**src/rtl/spi_slave_if.sv**
```systemverilog
`default_nettype none
// ============================================================================
// Module   : spi_slave_if
// Brief    : SPI slave front end for the single-port RAM. Deserialises
//            {cmd[1:0], payload} MOSI frames into rx_data with a one-cycle
//            rx_valid strobe, and for read-data frames shifts the RAM read
//            word out on MISO. Runs directly on the SPI serial clock.
// Optional : SPI_FRAME_ERR_EN adds the frame_err output (abort indicator).
// Revision : 1.0 - initial release
// ============================================================================
module spi_slave_if #(
  parameter int ADDR_SIZE = 8
) (
  input  logic                 clk,
  input  logic                 rst,
  input  logic                 SS_n,
  input  logic                 MOSI,
  output logic                 MISO,
  output logic [ADDR_SIZE+1:0] rx_data,
  output logic                 rx_valid,
  input  logic [ADDR_SIZE-1:0] tx_data,
  input  logic                 tx_valid
`ifdef SPI_FRAME_ERR_EN
  ,
  output logic                 frame_err
`endif
);

  localparam int c_FRAME_BITS = ADDR_SIZE + 2;
  localparam int c_CNT_W      = $clog2(c_FRAME_BITS + 1);
  localparam int c_TXC_W      = $clog2(ADDR_SIZE);
  localparam logic [c_CNT_W-1:0] c_CNT_LAST = c_CNT_W'(c_FRAME_BITS - 1);
  localparam logic [c_CNT_W-1:0] c_CNT_FULL = c_CNT_W'(c_FRAME_BITS);
  localparam logic [c_TXC_W-1:0] c_TX_LAST  = c_TXC_W'(ADDR_SIZE - 1);

  typedef enum logic [2:0] {
    S_IDLE      = 3'd0,
    S_CHK_CMD   = 3'd1,
    S_WRITE     = 3'd2,
    S_READ_ADD  = 3'd3,
    S_READ_DATA = 3'd4
  } state_t;

  state_t                  r_state;
  state_t                  w_state_nxt;
  logic [c_CNT_W-1:0]      r_cnt;
  logic [c_FRAME_BITS-2:0] r_rx_shift;
  logic [ADDR_SIZE+1:0]    r_rx_data;
  logic                    r_rx_valid;
  logic                    r_rd_addr_seen;
  logic                    r_miso;
  logic                    r_tx_active;    // a MISO bit is currently on the wire
  logic                    r_tx_captured;  // read word already taken this frame
  logic [ADDR_SIZE-1:0]    r_tx_shift;
  logic [c_TXC_W-1:0]      r_tx_left;      // bits still to send after the current one

  logic w_busy;
  logic w_abort;
  logic w_sample;
  logic w_last_bit;
  logic w_capture;

  assign w_busy     = (r_state != S_IDLE);
  assign w_abort    = w_busy && SS_n;
  // The counter saturates at a full frame so trailing MOSI bits are ignored.
  assign w_sample   = w_busy && !SS_n && (r_cnt != c_CNT_FULL);
  assign w_last_bit = w_sample && (r_cnt == c_CNT_LAST);
  // Capture is held off during the rx_valid cycle so a tx_valid level left
  // high from earlier cannot grab the stale RAM word.
  assign w_capture  = (r_state == S_READ_DATA) && !SS_n && (r_cnt == c_CNT_FULL) &&
                      !r_rx_valid && !r_tx_captured && tx_valid;

  // State register
  always_ff @(posedge clk) begin
    if (rst) begin
      r_state <= S_IDLE;
    end else begin
      r_state <= w_state_nxt;
    end
  end

  // Next-state decode; the first MOSI bit plus rd_addr_seen pick the path
  always_comb begin
    w_state_nxt = r_state;
    case (r_state)
      S_IDLE: begin
        if (!SS_n) w_state_nxt = S_CHK_CMD;
      end
      S_CHK_CMD: begin
        if (SS_n)                w_state_nxt = S_IDLE;
        else if (!MOSI)          w_state_nxt = S_WRITE;
        else if (r_rd_addr_seen) w_state_nxt = S_READ_DATA;
        else                     w_state_nxt = S_READ_ADD;
      end
      S_WRITE, S_READ_ADD, S_READ_DATA: begin
        if (SS_n) w_state_nxt = S_IDLE;
      end
      default: w_state_nxt = S_IDLE;
    endcase
  end

  // Shift-in, shift-out and read-address tracking
  always_ff @(posedge clk) begin
    if (rst) begin
      r_cnt          <= '0;
      r_rx_shift     <= '0;
      r_rx_data      <= '0;
      r_rx_valid     <= 1'b0;
      r_rd_addr_seen <= 1'b0;
      r_miso         <= 1'b0;
      r_tx_active    <= 1'b0;
      r_tx_captured  <= 1'b0;
      r_tx_shift     <= '0;
      r_tx_left      <= '0;
    end else begin
      r_rx_valid <= 1'b0;
      if (w_abort) begin
        r_cnt         <= '0;
        r_miso        <= 1'b0;
        r_tx_active   <= 1'b0;
        r_tx_captured <= 1'b0;
        r_tx_left     <= '0;
        // Last bit already on the wire means the shift-out did complete.
        if (r_tx_active && (r_tx_left == '0)) r_rd_addr_seen <= 1'b0;
      end else begin
        if (w_sample) begin
          r_cnt      <= r_cnt + 1'b1;
          r_rx_shift <= {r_rx_shift[c_FRAME_BITS-3:0], MOSI};
          if (w_last_bit) begin
            r_rx_data  <= {r_rx_shift, MOSI};
            r_rx_valid <= 1'b1;
            if (r_state == S_READ_ADD) r_rd_addr_seen <= 1'b1;
          end
        end
        if (w_capture) begin
          r_tx_captured <= 1'b1;
          r_tx_active   <= 1'b1;
          r_miso        <= tx_data[ADDR_SIZE-1];
          r_tx_shift    <= {tx_data[ADDR_SIZE-2:0], 1'b0};
          r_tx_left     <= c_TX_LAST;
        end else if (r_tx_active) begin
          if (r_tx_left != '0) begin
            r_miso     <= r_tx_shift[ADDR_SIZE-1];
            r_tx_shift <= {r_tx_shift[ADDR_SIZE-2:0], 1'b0};
            r_tx_left  <= r_tx_left - 1'b1;
          end else begin
            r_miso         <= 1'b0;
            r_tx_active    <= 1'b0;
            r_rd_addr_seen <= 1'b0;
          end
        end
      end
    end
  end

  assign MISO     = r_miso;
  assign rx_data  = r_rx_data;
  assign rx_valid = r_rx_valid;

`ifdef SPI_FRAME_ERR_EN
  logic r_frame_err;
  logic w_tx_partial;

  assign w_tx_partial = r_tx_active && (r_tx_left != '0);

  // Flag a frame cut short mid shift-in or mid shift-out
  always_ff @(posedge clk) begin
    if (rst) begin
      r_frame_err <= 1'b0;
    end else begin
      r_frame_err <= w_abort &&
                     (((r_cnt != '0) && (r_cnt != c_CNT_FULL)) || w_tx_partial);
    end
  end

  assign frame_err = r_frame_err;
`else
  // Without the error port an aborted frame is simply dropped.
`endif

endmodule
`default_nettype wire

```
**config.mk**
```make
export PLATFORM = sky130hd
export DESIGN_NAME = spi_slave_if
export DESIGN_NICKNAME = d
export VERILOG_FILES = /design/src/rtl/spi_slave_if.sv
export SDC_FILE = /design/constraint.sdc
export NUM_CORES = 1
export LEC_CHECK = 0
export CORE_ASPECT_RATIO = 1.5
export CORE_UTILIZATION = 45
export CTS_CLUSTER_SIZE = 24
export DETAILED_ROUTE_END_ITERATION = 10
export GPL_TIMING_DRIVEN = 0
export PLACE_DENSITY = 0.66
export REMOVE_ABC_BUFFERS = 1
export SLEW_MARGIN = 20
export SYNTH_ARGS = -nofsm -noshare
export SYNTH_HDL_FRONTEND = slang
export SYNTH_SLANG_ARGS = --single-unit
```
**constraint.sdc**
```tcl
create_clock -name clk -period 2.55 [get_ports clk]
set_clock_uncertainty 0.2 [all_clocks]
set_input_delay 0.765 -clock clk [delete_from_list [all_inputs] [get_ports clk]]
set_output_delay 0.765 -clock clk [all_outputs]
set_load 0.02 [all_outputs]
```
==> run metrics <==
worst-margin pin slew=664 ps; worst reg2reg endpoint=r_rx_shift[7]; first-pass GRT wire length=about 6000 µm; TritonCTS Sinks=a little over 40; Final Hold Fails=0; Core ar.=3750 µm²; Simple-Gate Fraction of Synth Area=0.216; max_slew headroom=0.556; DP Worst Slack=-580 ps; Worst setup EP type=register; Area Growth Syn to Fin=20.1%; outcome=complete, no violations; Post-synth EDFFs=0; # setup viols final=0; Avg WL per Cell=about 14 µm; Starting Density=0.480; Crit path required time=2540 ps; critical path arrival=2320 ps; Clock Latency Late Sink=290 ps; Crit Path Category=in2reg; most frequent cells in the layout=41 x dfxtp_1, 31 x nor2_1, 22 x clkdlybuf4s50_1, 19 x mux2i_1, 9 x inv_1; DRT Pass-1 Iters=4; met1 GRT Util=0.204; Slew Limit Fails=0; final wirelength=3470 µm; worst r2r path cells=6; Post-synth top flop=dfxtp_1; pin count of the biggest net entering global routing=31; H-tree depth=2; post-synthesis register bit count=41; xor/xnor share of the synthesized area=0.0243; via count=1,384; PD cells=about 530 nW/µm²; Clock Tree Buf Depth=2; Port Buffer Count=24; Hold Path Origin=r_tx_shift[1]; Vias/cell=roughly 5.5; Mapped Cells=184; hold_buf cts=0; initial DRC count=29; root buffer cell=clkbuf_8; Inserted Clock Buffers=5; Post-DRT Antenna Nets=0; gr busiest metal=met2; die area=4270 µm²; RSZ-0062 raised after global routing=false; multiplexer area fraction after synthesis=0.106; CP Max Fanout=10; share of cells above drive strength 1=0.0966; M3 GR Usage=0.0514; LEAKAGE=just over 0.7 nW; total power=1.15 mW; Routability Congestion=0.724; DIE WIDTH=around 54 µm; first element of the critical path=SS_n; ant diodes=0; IO Pins=25; crit start category=primary input; Hold WC Path Type=reg2reg; commonest non-fill, non-tap cell in the layout=dfxtp_1; syn avg cell area=9.79 µm²; synthesized area=1800 µm²; chip height=79.5 µm; sequential-to-total area share from yosys stat=0.456; GR Overflow Total=0; Clock Pin Slew Worst Setup and Hold Paths=80 ps; Yosys warnings=0; Min-Delay Endpoint=r_tx_shift[2]; VDD IR max=approximately 420 µV; CTS tree=done; min Tclk post-route=2330 ps; min setup slack post-route=223 ps; M2 GR Usage=0.319; Hold Path Depth=2; Total GRT Usage=0.185; DRC=0; Post-Synth Adder-Cell Area=0.0347; site row count=27; vias in the first global route=about 1,400; HPWL after detailed placement=2450 µm; complex-gate fraction of the synthesized area=0.110; final period utilization=0.912; maxcap violations=0; distinct cell type count after synthesis=42; FMAX=430 MHz; largest family of logic cells by synthesized area=simple AND/OR/NAND/NOR gates; worst r2r src=r_cnt[0]; nets@finish=225; async set-reset flop share out of synthesis=0; initial antenna violation count=0; setup slack, reg-to-reg=370 ps
[cell families (layout without fill, tap and decap cells)]
family                     Yosys count  count (layout)
buffers and inverters               19              42
DFF                                 41              41
AOI/OAI and AO/OA                   27              27
xor gates and xnor gates             5               5
adders and majority gates            5               5
and+or+nand+nor                     68              68
muxes                               19              19
[cells in the mapped netlist, types with 2 or more instances]
| master | number | area (µm²) |
|---|---|---|
| nor3_1 | 3 | 15.0 |
| buf_6 | 2 | 22.5 |
| a21oi_1 | 4 | 20.0 |
| dfxtp_1 | 41 | 821 |
| nand4_1 | 6 | 37.5 |
| a31oi_1 | 7 | 43.8 |
| mux2i_1 | 19 | 190 |
| nand2_1 | 2 | 7.51 |
| clkbuf_1 | 3 | 11.3 |
| inv_1 | 9 | 33.8 |
| nor2b_1 | 2 | 12.5 |
| xnor2_1 | 4 | 35.0 |
| nor3_2 | 2 | 20.0 |
| buf_2 | 2 | 10.0 |
| nor4_1 | 2 | 12.5 |
| buf_4 | 2 | 15.0 |
| nor2_1 | 31 | 116 |
| a211oi_1 | 3 | 22.5 |
| ha_1 | 5 | 62.6 |
| nand3_1 | 3 | 15.0 |
| a22oi_1 | 6 | 45.0 |
| nand3b_1 | 6 | 45.0 |
[worst max path at each step]
stage | to | depth (start not counted)
floorplan | r_rd_addr_seen | 6
global placement | r_rd_addr_seen | 4
detailed placement | r_rx_shift[7] | 4
CTS | r_tx_shift[1] | 5
global route | r_tx_shift[1] | 5
finish | r_tx_shift[1] | 5
[registers in the layout (all words and copies together), names as in the netlist]
signal and count:
MISO 1, r_tx_active 1, r_rx_shift 9, r_tx_captured 1
r_tx_left 3, r_cnt 4, rx_valid 1, r_rd_addr_seen 1
r_tx_shift 7, r_state 3, rx_data 10
[worst max-delay path, cell delays in order]
cell           delay, ps
dlygate4sd2_1        390
nor4_4               340
and4_2               420
nor2_2                80
o311a_1              320
[per-layer routing]
layer	part of all wire	up-vias
li1	-	699
met3	0.039	6
met4	0.014	0
met2	0.52	26
met5	0	-
met1	0.43	653
[layout make-up]
type	instances	area, µm²
fillers	339	1590
inverters	9	33.8
repair buffers	26	260
multi-input cells	124	906
flip-flops and latches	41	821
clock buffers	6	82.6
clock inverters	1	7.51
well taps	43	53.8
[per-stage QoR]
stage / TNS [ps] / cells / hold WS, ps / utilization / area (µm²)
6_report: 0 / 250 / 296 / 0.577 / 2160
5_1_grt: 0 / 250 / 314 / 0.577 / 2160
4_1_cts: 0 / 249 / 305 / 0.573 / 2150
3_5_place_dp: -13590 / 242 / 286 / 0.546 / 2050
3_3_place_gp: -22710 / 241 / 278 / 0.542 / 2030
2_1_floorplan: -163 / 174 / 246 / - / 1740
[what timing repair did]
item	CTS	global route
endpoints found under the hold margin	0	0
buffers inserted	0	0
endpoints found under the setup margin	20	0
gates resized for setup	5	0
[where the power goes]
group,switching [mW],internal (mW),total [mW]
sequential,0.00664,0.644,0.651
clock,0.215,0.214,0.429
combinational,0.0386,0.0316,0.0702
No activity file was read; power rests on OpenSTA's default activity.
